===== config.mk =====
export PLATFORM = sky130hd
export DESIGN_NAME = vga_sync_gen_flat
export DESIGN_NICKNAME = d
export VERILOG_FILES = /design/src/rtl/vga_sync_if.sv /design/src/rtl/vga_sync_gen.sv /design/src/flat_wrapper.sv
export SDC_FILE = /design/constraint.sdc
export NUM_CORES = 1
export LEC_CHECK = 0
export CAP_MARGIN = 20
export CORE_MARGIN = 1
export CORE_UTILIZATION = 46
export CTS_CLUSTER_SIZE = 28
export DETAILED_ROUTE_END_ITERATION = 8
export PLACE_DENSITY_LB_ADDON = 0.3
export SLEW_MARGIN = 15
export SYNTH_ARGS = -nofsm -noshare
export SYNTH_HDL_FRONTEND = slang
export SYNTH_SLANG_ARGS = --single-unit

===== constraint.sdc =====
create_clock -name clock_50 -period 1.8 [get_ports clock_50]
set_clock_uncertainty 0.05 [all_clocks]
set_input_delay 0.27 -clock clock_50 [delete_from_list [all_inputs] [get_ports clock_50]]
set_output_delay 0.27 -clock clock_50 [all_outputs]
set_load 0.01 [all_outputs]

===== src/rtl/vga_sync_if.sv =====
// vga_sync_if: timing bundle from the sync generator to the pixel pipe and connector.
interface vga_sync_if;
    logic       pixel_tick;
    logic [9:0] pixel_x;
    logic [9:0] pixel_y;
    logic       display_on;
    logic       hsync;
    logic       vsync;
    logic       line_start;
    logic       frame_start;
    modport master (
        output pixel_tick, pixel_x, pixel_y, display_on,
        output hsync, vsync, line_start, frame_start
    );
    modport slave (
        input pixel_tick, pixel_x, pixel_y, display_on,
        input hsync, vsync, line_start, frame_start
    );
endinterface


===== src/rtl/vga_sync_gen.sv =====
// vga_sync_gen: VGA timing generator with pixel-rate enable, raw x/y counters and registered decodes
module vga_sync_gen #(
    parameter int CLK_DIV   = 2,
    parameter int H_VISIBLE = 640,
    parameter int H_FRONT   = 16,
    parameter int H_SYNC    = 96,
    parameter int H_BACK    = 48,
    parameter int V_VISIBLE = 480,
    parameter int V_FRONT   = 10,
    parameter int V_SYNC    = 2,
    parameter int V_BACK    = 33,
    parameter bit SYNC_POL  = 1'b0
) (
    input logic        clock_50,
    input logic        reset,
    vga_sync_if.master vga
);
    localparam int H_TOTAL = H_VISIBLE + H_FRONT + H_SYNC + H_BACK;
    localparam int V_TOTAL = V_VISIBLE + V_FRONT + V_SYNC + V_BACK;
    localparam int HS_LO   = H_VISIBLE + H_FRONT;
    localparam int HS_HI   = HS_LO + H_SYNC;
    localparam int VS_LO   = V_VISIBLE + V_FRONT;
    localparam int VS_HI   = VS_LO + V_SYNC;
    localparam int DW      = CLK_DIV > 1 ? $clog2(CLK_DIV) : 1;
    logic [DW-1:0] div_cnt, div_nxt;
    logic [9:0]    x, y, x_nxt, y_nxt;
    logic          adv, x_wrap, y_wrap, hs_on, vs_on;
    logic          tick, don, hs, vs, ls, fs;
    always_comb begin
        adv     = div_cnt == DW'(CLK_DIV - 1);
        x_wrap  = x == 10'(H_TOTAL - 1);
        y_wrap  = y == 10'(V_TOTAL - 1);
        div_nxt = adv ? '0 : div_cnt + DW'(1);
        x_nxt   = adv ? (x_wrap ? '0 : x + 10'd1) : x;
        y_nxt   = (adv && x_wrap) ? (y_wrap ? '0 : y + 10'd1) : y;
        hs_on   = x_nxt >= 10'(HS_LO) && x_nxt < 10'(HS_HI);
        vs_on   = y_nxt >= 10'(VS_LO) && y_nxt < 10'(VS_HI);
    end
    // decodes use next-state counters so they line up with x/y in the same cycle
    always_ff @(posedge clock_50 or posedge reset) begin
        if (reset) begin
            div_cnt <= '0;
            x       <= '0;
            y       <= '0;
            tick    <= 1'b0;
            don     <= 1'b0;
            hs      <= ~SYNC_POL;
            vs      <= ~SYNC_POL;
            ls      <= 1'b0;
            fs      <= 1'b0;
        end else begin
            div_cnt <= div_nxt;
            x       <= x_nxt;
            y       <= y_nxt;
            tick    <= adv;
            don     <= x_nxt < 10'(H_VISIBLE) && y_nxt < 10'(V_VISIBLE);
            hs      <= hs_on ? SYNC_POL : ~SYNC_POL;
            vs      <= vs_on ? SYNC_POL : ~SYNC_POL;
            ls      <= adv && x_wrap;
            fs      <= adv && x_wrap && y_wrap;
        end
    end
    assign vga.pixel_tick  = tick;
    assign vga.pixel_x     = x;
    assign vga.pixel_y     = y;
    assign vga.display_on  = don;
    assign vga.hsync       = hs;
    assign vga.vsync       = vs;
    assign vga.line_start  = ls;
    assign vga.frame_start = fs;
endmodule


===== src/flat_wrapper.sv =====
// flat-port wrapper written by rule: the top's interface ports become plain ports
module vga_sync_gen_flat 
#(
    parameter int CLK_DIV   = 2,
    parameter int H_VISIBLE = 640,
    parameter int H_FRONT   = 16,
    parameter int H_SYNC    = 96,
    parameter int H_BACK    = 48,
    parameter int V_VISIBLE = 480,
    parameter int V_FRONT   = 10,
    parameter int V_SYNC    = 2,
    parameter int V_BACK    = 33,
    parameter bit SYNC_POL  = 1'b0
)
  (clock_50, reset, vga_pixel_tick, vga_pixel_x, vga_pixel_y, vga_display_on, vga_hsync, vga_vsync, vga_line_start, vga_frame_start);
  vga_sync_if vga_i ();
  input logic clock_50;
  input logic reset;
  output wire logic [$bits(vga_i.pixel_tick)-1:0] vga_pixel_tick;
  output wire logic [$bits(vga_i.pixel_x)-1:0] vga_pixel_x;
  output wire logic [$bits(vga_i.pixel_y)-1:0] vga_pixel_y;
  output wire logic [$bits(vga_i.display_on)-1:0] vga_display_on;
  output wire logic [$bits(vga_i.hsync)-1:0] vga_hsync;
  output wire logic [$bits(vga_i.vsync)-1:0] vga_vsync;
  output wire logic [$bits(vga_i.line_start)-1:0] vga_line_start;
  output wire logic [$bits(vga_i.frame_start)-1:0] vga_frame_start;
  assign vga_pixel_tick = vga_i.pixel_tick;
  assign vga_pixel_x = vga_i.pixel_x;
  assign vga_pixel_y = vga_i.pixel_y;
  assign vga_display_on = vga_i.display_on;
  assign vga_hsync = vga_i.hsync;
  assign vga_vsync = vga_i.vsync;
  assign vga_line_start = vga_i.line_start;
  assign vga_frame_start = vga_i.frame_start;
  vga_sync_gen #(.CLK_DIV(CLK_DIV), .H_VISIBLE(H_VISIBLE), .H_FRONT(H_FRONT), .H_SYNC(H_SYNC), .H_BACK(H_BACK), .V_VISIBLE(V_VISIBLE), .V_FRONT(V_FRONT), .V_SYNC(V_SYNC), .V_BACK(V_BACK), .SYNC_POL(SYNC_POL)) u_core (.clock_50(clock_50), .reset(reset), .vga(vga_i));
endmodule

==> out/qor.txt, run 1 <==
total global routing track utilization: 0.2222
area share of the largest cell type after synthesis: 0.4184
clock sink count: 27
Antenna Violating Nets Remaining: 0
number of search-and-repair iterations in the first detailed-routing pass: 4
starting density of the core: 0.4858
Via Count: 1,404
clock-pin slew of the registers on the worst-case setup and hold paths: 140 ps
async set or reset register ratio after synthesis: 1.000
Synthesized Nets: 158
clock tree from TritonCTS: done
Power Density: 412.4 nW/um^2
synth top area cells: sky130_fd_sc_hd__dfrtp_1 42%, sky130_fd_sc_hd__nand2_1 4.3%, sky130_fd_sc_hd__dfstp_2 3.5%, sky130_fd_sc_hd__nand4_1 2.9%, sky130_fd_sc_hd__xor2_1 2.9%
flop and latch count out of synthesis: 27
layout cells sized above 1: 0.3241
peak ir drop on the vdd network: 0.4361 mV
final weighted congestion of routability-driven global placement: 0.8435
Core Rows: 20
P_leak: 0.9588 nW
number of design rule violations left after detail routing: 0
Flop pwr share: 0.687
port bufs: 27
clock root buffer: sky130_fd_sc_hd__clkbuf_4
endpoints failing hold: 0
Slew HR: 0.7602
post-cts hold buffer count: 0
synthesized instance count: 153
Layout Utilization: 0.6963
Final #Nets: 222
final worst path period share: 0.9873
library cell with the largest summed area after synthesis: sky130_fd_sc_hd__dfrtp_1
total count of max-transition violations in the final report: 0
post-synthesis cell type count: 48
Vias/cell: 5.400
Power Internal: 0.6971 mW
kind of critical path: reg2reg
vias in the first global route: 1,324
number of antenna violations at the first check in global routing: 0
crit start category: register
Fillers: 236
top library cells by usage in the layout, fill and taps aside: 37 x sky130_fd_sc_hd__buf_4, 26 x sky130_fd_sc_hd__clkdlybuf4s50_1, 20 x sky130_fd_sc_hd__dfrtp_1, 17 x sky130_fd_sc_hd__nand2_1, 10 x sky130_fd_sc_hd__nor2_1
most common cell after layout, fill and taps aside: sky130_fd_sc_hd__buf_4
commonest register cell after synthesis: sky130_fd_sc_hd__dfrtp_1
class of the worst hold path: in2async
core box area: 3078 sq um
detail-routed net length per standard cell: 14.27 um
met1 Track Usage GR: 0.2658
maximum capacitance violations: 0
number of cells on the worst reg-to-reg path: 6
total net switching power: 0.1867 mW
combinational share of power: 0.017
number of CTS-inserted buffers: 3
transition at the pin with the smallest max-transition slack: 356.9 ps
count of pins on the block boundary: 28
vertical extent of the die: 59.01 um
total overflow reported by the global router: 0
htree depth: 1
setup repair after global routing missed its margin: yes
count of routing violations after the opening detailed-route iteration: 60
YS warnings: 0
CTS max path bufs: 2
most crowded layer after global routing: met2
switching fraction of total power: 0.2112
maximum number of pins on one net before global-route repair: 28
Crit path required time: 2010 ps
sequential share of the synthesized area: 0.4536
Synth Area per Inst: 9.772 sq um
sum of net half-perimeters after detailed placement: 2.606 mm
met3 track demand over resource: 0.03057
Setup TNS: 0 ps
total die area: 3482 sq um
Crit path arrival time: 1990 ps
latest clock arrival within the worst-skew pair: 320 ps
result of the run: completed
post-route minimum period: 1777 ps
met2 Usage GRT: 0.3896
first-pass GRT wire length: 5.858 mm
number of enable-type register cells in the synthesized netlist: 0
Worst Setup End Kind: register
proportion of power drawn by the clock network: 0.296
Chip Width: 59.01 um
final wirelength: 3.709 mm
combined area of all synthesized cells: 1495 sq um
crit path max fanout: 5
maximum frequency from static timing analysis: 0.5627 GHz
number of antenna diodes: 0
area growth from synthesis to layout: 43.35%
count of final setup violators: 0
Yosys cell counts, types with 2 or more instances:
library cell and count:
sky130_fd_sc_hd__dfrtp_1 25, sky130_fd_sc_hd__nand2_1 17, sky130_fd_sc_hd__inv_1 10, sky130_fd_sc_hd__nor2_1 10, sky130_fd_sc_hd__o21ai_0 8, sky130_fd_sc_hd__nand4_1 7, sky130_fd_sc_hd__nand3_1 6, sky130_fd_sc_hd__nor3_1 6
sky130_fd_sc_hd__a21oi_1 5, sky130_fd_sc_hd__buf_2 5, sky130_fd_sc_hd__xor2_1 5, sky130_fd_sc_hd__xnor2_1 4, sky130_fd_sc_hd__ha_1 3, sky130_fd_sc_hd__and2_1 2, sky130_fd_sc_hd__dfstp_2 2, sky130_fd_sc_hd__mux2i_1 2
sky130_fd_sc_hd__nand4b_1 2, sky130_fd_sc_hd__o21a_1 2, sky130_fd_sc_hd__o21ai_1 2, sky130_fd_sc_hd__or3_1 2
worst paths after layout:
kind	to	slack (ps)	start
max	u_core.vga.hsync	20	u_core.vga.pixel_x[0]
min	u_core.vga.pixel_y[7]	230	reset
max reg2reg	u_core.vga.hsync	20	u_core.vga.pixel_x[0]
min reg2reg	u_core.vga.pixel_x[2]	510	u_core.vga.pixel_x[2]
max in group asynchronous	u_core.vga.vsync	1170	reset
min in group clock_50	u_core.vga.pixel_x[2]	510	u_core.vga.pixel_x[2]
layout make-up:
type,instances,area (sq um),area share
Tap cell,44,55.05,0.02569
Clock buffer,4,26.28,0.01226
Timing Repair Buffer,65,561.8,0.2621
Inverter,12,50.05,0.02335
Multi-Input combinational cell,107,760.7,0.3549
Timing Repair inverter,1,5.005,0.002335
Sequential cell,27,684.4,0.3193
power by group through the flow:
stage	clock network (mW)	logic, mW	registers [mW]
final	0.262	0.0153	0.607
after global routing	0.294	0.0186	0.607
after CTS	0.277	0.0166	0.607
after detailed placement	0	0.0167	0.618
after global placement	0	0.0158	0.618
after floorplan	0	0.00896	0.618
through the flow:
stage                     instances  total power, mW  setup slack [ps]  instance area (sq um)  hold WS [ps]
final                           260           0.8838             22.92                   2143         229.8
after CTS                       249           0.9003             4.407                   2031         237.2
after global placement          242           0.6339            -1.277                   1971         476.6
after detailed placement        242           0.6347            -49.66                   1971         477.3
after global routing            260           0.9200            -94.31                   2143         291.0
after floorplan                 153           0.6270             4.482                   1498         271.2
cells by family after synthesis:
| family | Yosys count | share of synthesized area |
|---|---|---|
| AOI/OAI and AO/OA | 26 | 0.1138 |
| xor gates and xnor gates | 9 | 0.05272 |
| adders and majority gates | 3 | 0.02511 |
| buffers and inverters | 19 | 0.06025 |
| DFF | 27 | 0.4536 |
| muxes | 2 | 0.01339 |
| and+or+nand+nor | 67 | 0.2812 |
flip-flops by register name, summed over array words and instances (netlist names):
signal	count
u_core.vga.pixel_tick	1
u_core.vga.line_start	1
u_core.vga.hsync	1
u_core.vga.frame_start	1
u_core.adv	1
u_core.vga.vsync	1
u_core.vga.pixel_y	10
u_core.vga.pixel_x	10
u_core.vga.display_on	1
critical path, stage by stage, from the launching register on:
cell,delay (ps)
sky130_fd_sc_hd__dfrtp_1,380
sky130_fd_sc_hd__buf_4,130
sky130_fd_sc_hd__nand4_1,200
sky130_fd_sc_hd__or3_4,440
sky130_fd_sc_hd__xor2_1,160
sky130_fd_sc_hd__nor3_1,230
sky130_fd_sc_hd__nand4_1,130
layer usage:
metal / vias up / share of wire
met5: - / 0
met1: 658 / 0.42
met3: 10 / 0.050
met2: 62 / 0.50
met4: 0 / 0.030
li1: 674 / -
what timing repair did:
item / CTS / global route
resized for setup: 3 / 11
pin swaps: 3 / 7
cloned: 0 / 1
setup buffers: 3 / 10
hold endpoints to repair: 0 / 0
setup endpoints to repair: 4 / 10
No activity file was read; power rests on OpenSTA's default activity.
==> run 2, diff against run 1 <==
--- a/config.mk
+++ b/config.mk
@@ -11,7 +11,8 @@
 export CTS_CLUSTER_SIZE = 28
 export DETAILED_ROUTE_END_ITERATION = 8
 export PLACE_DENSITY_LB_ADDON = 0.3
-export SLEW_MARGIN = 15
+export SLEW_MARGIN = 20
 export SYNTH_ARGS = -nofsm -noshare
 export SYNTH_HDL_FRONTEND = slang
 export SYNTH_SLANG_ARGS = --single-unit
+export TNS_END_PERCENT = 1
==> out/qor.txt, run 2 (same netlist as run 1, synthesis figures left out) <==
number of design rule violations left after detail routing: 0 (unchanged)
htree depth: 1 (unchanged)
Vias/cell: 5.410 (+0.19%)
count of pins on the block boundary: 28 (unchanged)
vias in the first global route: 1,315 (-0.68%)
crit start category: register
latest clock arrival within the worst-skew pair: 320 ps (about the same)
clock sink count: 27 (unchanged)
number of cells on the worst reg-to-reg path: 7 (+1)
most common cell after layout, fill and taps aside: sky130_fd_sc_hd__buf_4
count of routing violations after the opening detailed-route iteration: 68 (+13%)
P_leak: 0.9602 nW (+0.14%)
detail-routed net length per standard cell: 14.66 um (+2.8%)
Crit Reg-Reg Endpoint: u_core.vga.pixel_y[4]
first-pass GRT wire length: 6.051 mm (+3.3%)
endpoints failing hold: 0 (unchanged)
number of CTS-inserted buffers: 3 (unchanged)
biggest cell delay along the critical path: 430 ps (about the same)
number of antenna diodes: 0 (unchanged)
Fillers: 236 (unchanged)
Layout Utilization: 0.7028 (+0.006505)
Antenna Violating Nets Remaining: 0 (unchanged)
Chip Width: 59.01 um (unchanged)
core box area: 3078 sq um (unchanged)
Worst path top cell family by delay: simple AND/OR/NAND/NOR gates
Core Rows: 20 (unchanged)
Crit path depth: 7 (+1)
final weighted congestion of routability-driven global placement: 0.8888 (+5.4%)
number of search-and-repair iterations in the first detailed-routing pass: 4 (unchanged)
crit path max fanout: 6 (+1)
total die area: 3482 sq um (unchanged)
CTS max path bufs: 2 (unchanged)
minimum setup slack among reg-to-reg paths: 20 ps (about the same)
Crit path arrival time: 1990 ps (about the same)
CP endpoint: u_core.vga.pixel_y[4]
master of the slowest instance on the critical path: sky130_fd_sc_hd__dfrtp_1
peak ir drop on the vdd network: 0.3165 mV (-27%)
vertical extent of the die: 59.01 um (unchanged)
clock tree from TritonCTS: done
maximum frequency from static timing analysis: 0.5625 GHz (about the same)
Power Density: 409.7 nW/um^2 (-0.64%)
maximum capacitance violations: 0 (unchanged)
total overflow reported by the global router: 0 (unchanged)
area growth from synthesis to layout: 44.69%
layout cells sized above 1: 0.3443 (+0.02027)
final worst path period share: 0.9876 (about the same)
kind of critical path: reg2reg
number of antenna violations at the first check in global routing: 0 (unchanged)
transition at the pin with the smallest max-transition slack: 363.6 ps (+6.726 ps)
clock-pin slew of the registers on the worst-case setup and hold paths: 150 ps (about the same)
Slew HR: 0.7553 (-0.004889)
final wirelength: 3.754 mm (+1.2%)
total count of max-transition violations in the final report: 0 (unchanged)
starting density of the core: 0.4858 (unchanged)
placement-stage cell area: 1978 sq um (+0.38%)
class of the worst hold path: in2async
Design Power: 0.8864 mW (+0.29%)
Via Count: 1,385 (-1.4%)
clock root buffer: sky130_fd_sc_hd__clkbuf_4
Crit path required time: 2010 ps (about the same)
launch point of the worst path: u_core.vga.pixel_x[5]
result of the run: completed
sequence of cells on the critical path: nor4b_4, nand4_4, clkinv_4, buf_6, nand4_1, nor3_1, a21o_1
top library cells by usage in the layout, fill and taps aside: 33 x sky130_fd_sc_hd__buf_4, 25 x sky130_fd_sc_hd__clkdlybuf4s50_1, 21 x sky130_fd_sc_hd__dfrtp_1, 17 x sky130_fd_sc_hd__nand2_1, 10 x sky130_fd_sc_hd__nor2_1
launch point of the worst reg-to-reg path: u_core.vga.pixel_x[5]
post-route minimum period: 1778 ps (+0.6739 ps)
port bufs: 27 (unchanged)
setup repair after global routing missed its margin: yes
post-layout instance area: 2163 sq um (+0.93%)
Final #Nets: 218 (-1.8%)
final hold slack: 237.9 ps (+8.166 ps)
count of final setup violators: 0 (unchanged)
buffering stage count on the worst path with inverters included: 2 (+1)
Worst Setup End Kind: register
sum of net half-perimeters after detailed placement: 2.706 mm (+3.8%)
total global routing track utilization: 0.2295 (+0.007324)
maximum number of pins on one net before global-route repair: 28 (unchanged)
## run 2: layout make-up
type,instances,area (sq um),area share
Multi-Input combinational cell,107,808.3,0.3736
Sequential cell,27,683.2,0.3158
Timing Repair Buffer,61,534.3,0.2470
Tap cell,44,55.05,0.02545
Inverter,12,50.05,0.02313
Clock buffer,3,22.52,0.01041
Clock inverter,1,5.005,0.002313
Timing Repair inverter,1,5.005,0.002313
## run 2: worst register-to-register path, delay by kind of cell (launching register included)
family                 cells  cell delay (ps)
flip-flops                 1              430
AND/OR/NAND/NOR            4              860
AO/OA/AOI/OAI              1              110
buffers and inverters      2              270
## run 2: what timing repair did
item                                    CTS  global route
resized for setup                         5            19
pin swaps                                 4            11
buffers inserted                          2             6
endpoints found under the setup margin    3            11
hold buffers                              0             0
cloned                                    0             1
## run 2: report_power, final
group / switching [mW] / internal (mW)
Sequential: 0 / 0.607
Clock: 0.181 / 0.0831
Combinational: 0.0118 / 0.00348
## run 2: worst min-delay path by stage
| stage | slack, ps | endpoint | from |
|---|---|---|---|
| 2_1_floorplan | 270 | u_core.adv | reset |
| 3_3_place_gp | 420 | u_core.vga.pixel_tick | u_core.adv |
| 3_5_place_dp | 450 | u_core.vga.pixel_tick | u_core.adv |
| 4_1_cts | 250 | u_core.vga.pixel_y[6] | reset |
| 5_1_grt | 290 | u_core.vga.pixel_y[3] | reset |
| 6_report | 240 | u_core.vga.pixel_y[3] | reset |
## run 2: per-layer routing
metal	vias to the layer above	wire, um	GRT usage
met3	8	140	0.02620
met4	0	68	0.07823
met1	680	1578	0.2938
met5	-	0	0
li1	657	-	-
met2	40	1966	0.4026
## run 2: per-stage QoR
stage          std cells  setup TNS (ps)  worst slack (ps)
6_report             256               0             22.25
5_1_grt              256          -193.8            -67.12
4_1_cts              249          -1.259            -1.259
3_5_place_dp         243          -88.85            -68.12
3_3_place_gp         243               0             39.53
2_1_floorplan        153         -0.3942           -0.3942
==> run 3, diff against run 2 <==
--- a/config.mk
+++ b/config.mk
@@ -5,7 +5,7 @@
 export SDC_FILE = /design/constraint.sdc
 export NUM_CORES = 1
 export LEC_CHECK = 0
-export CAP_MARGIN = 20
+export CAP_MARGIN = 10
 export CORE_MARGIN = 1
 export CORE_UTILIZATION = 46
 export CTS_CLUSTER_SIZE = 28
==> results of run 3 <==
Same layout as run 2: the final DEF is identical, and so are final timing and power.
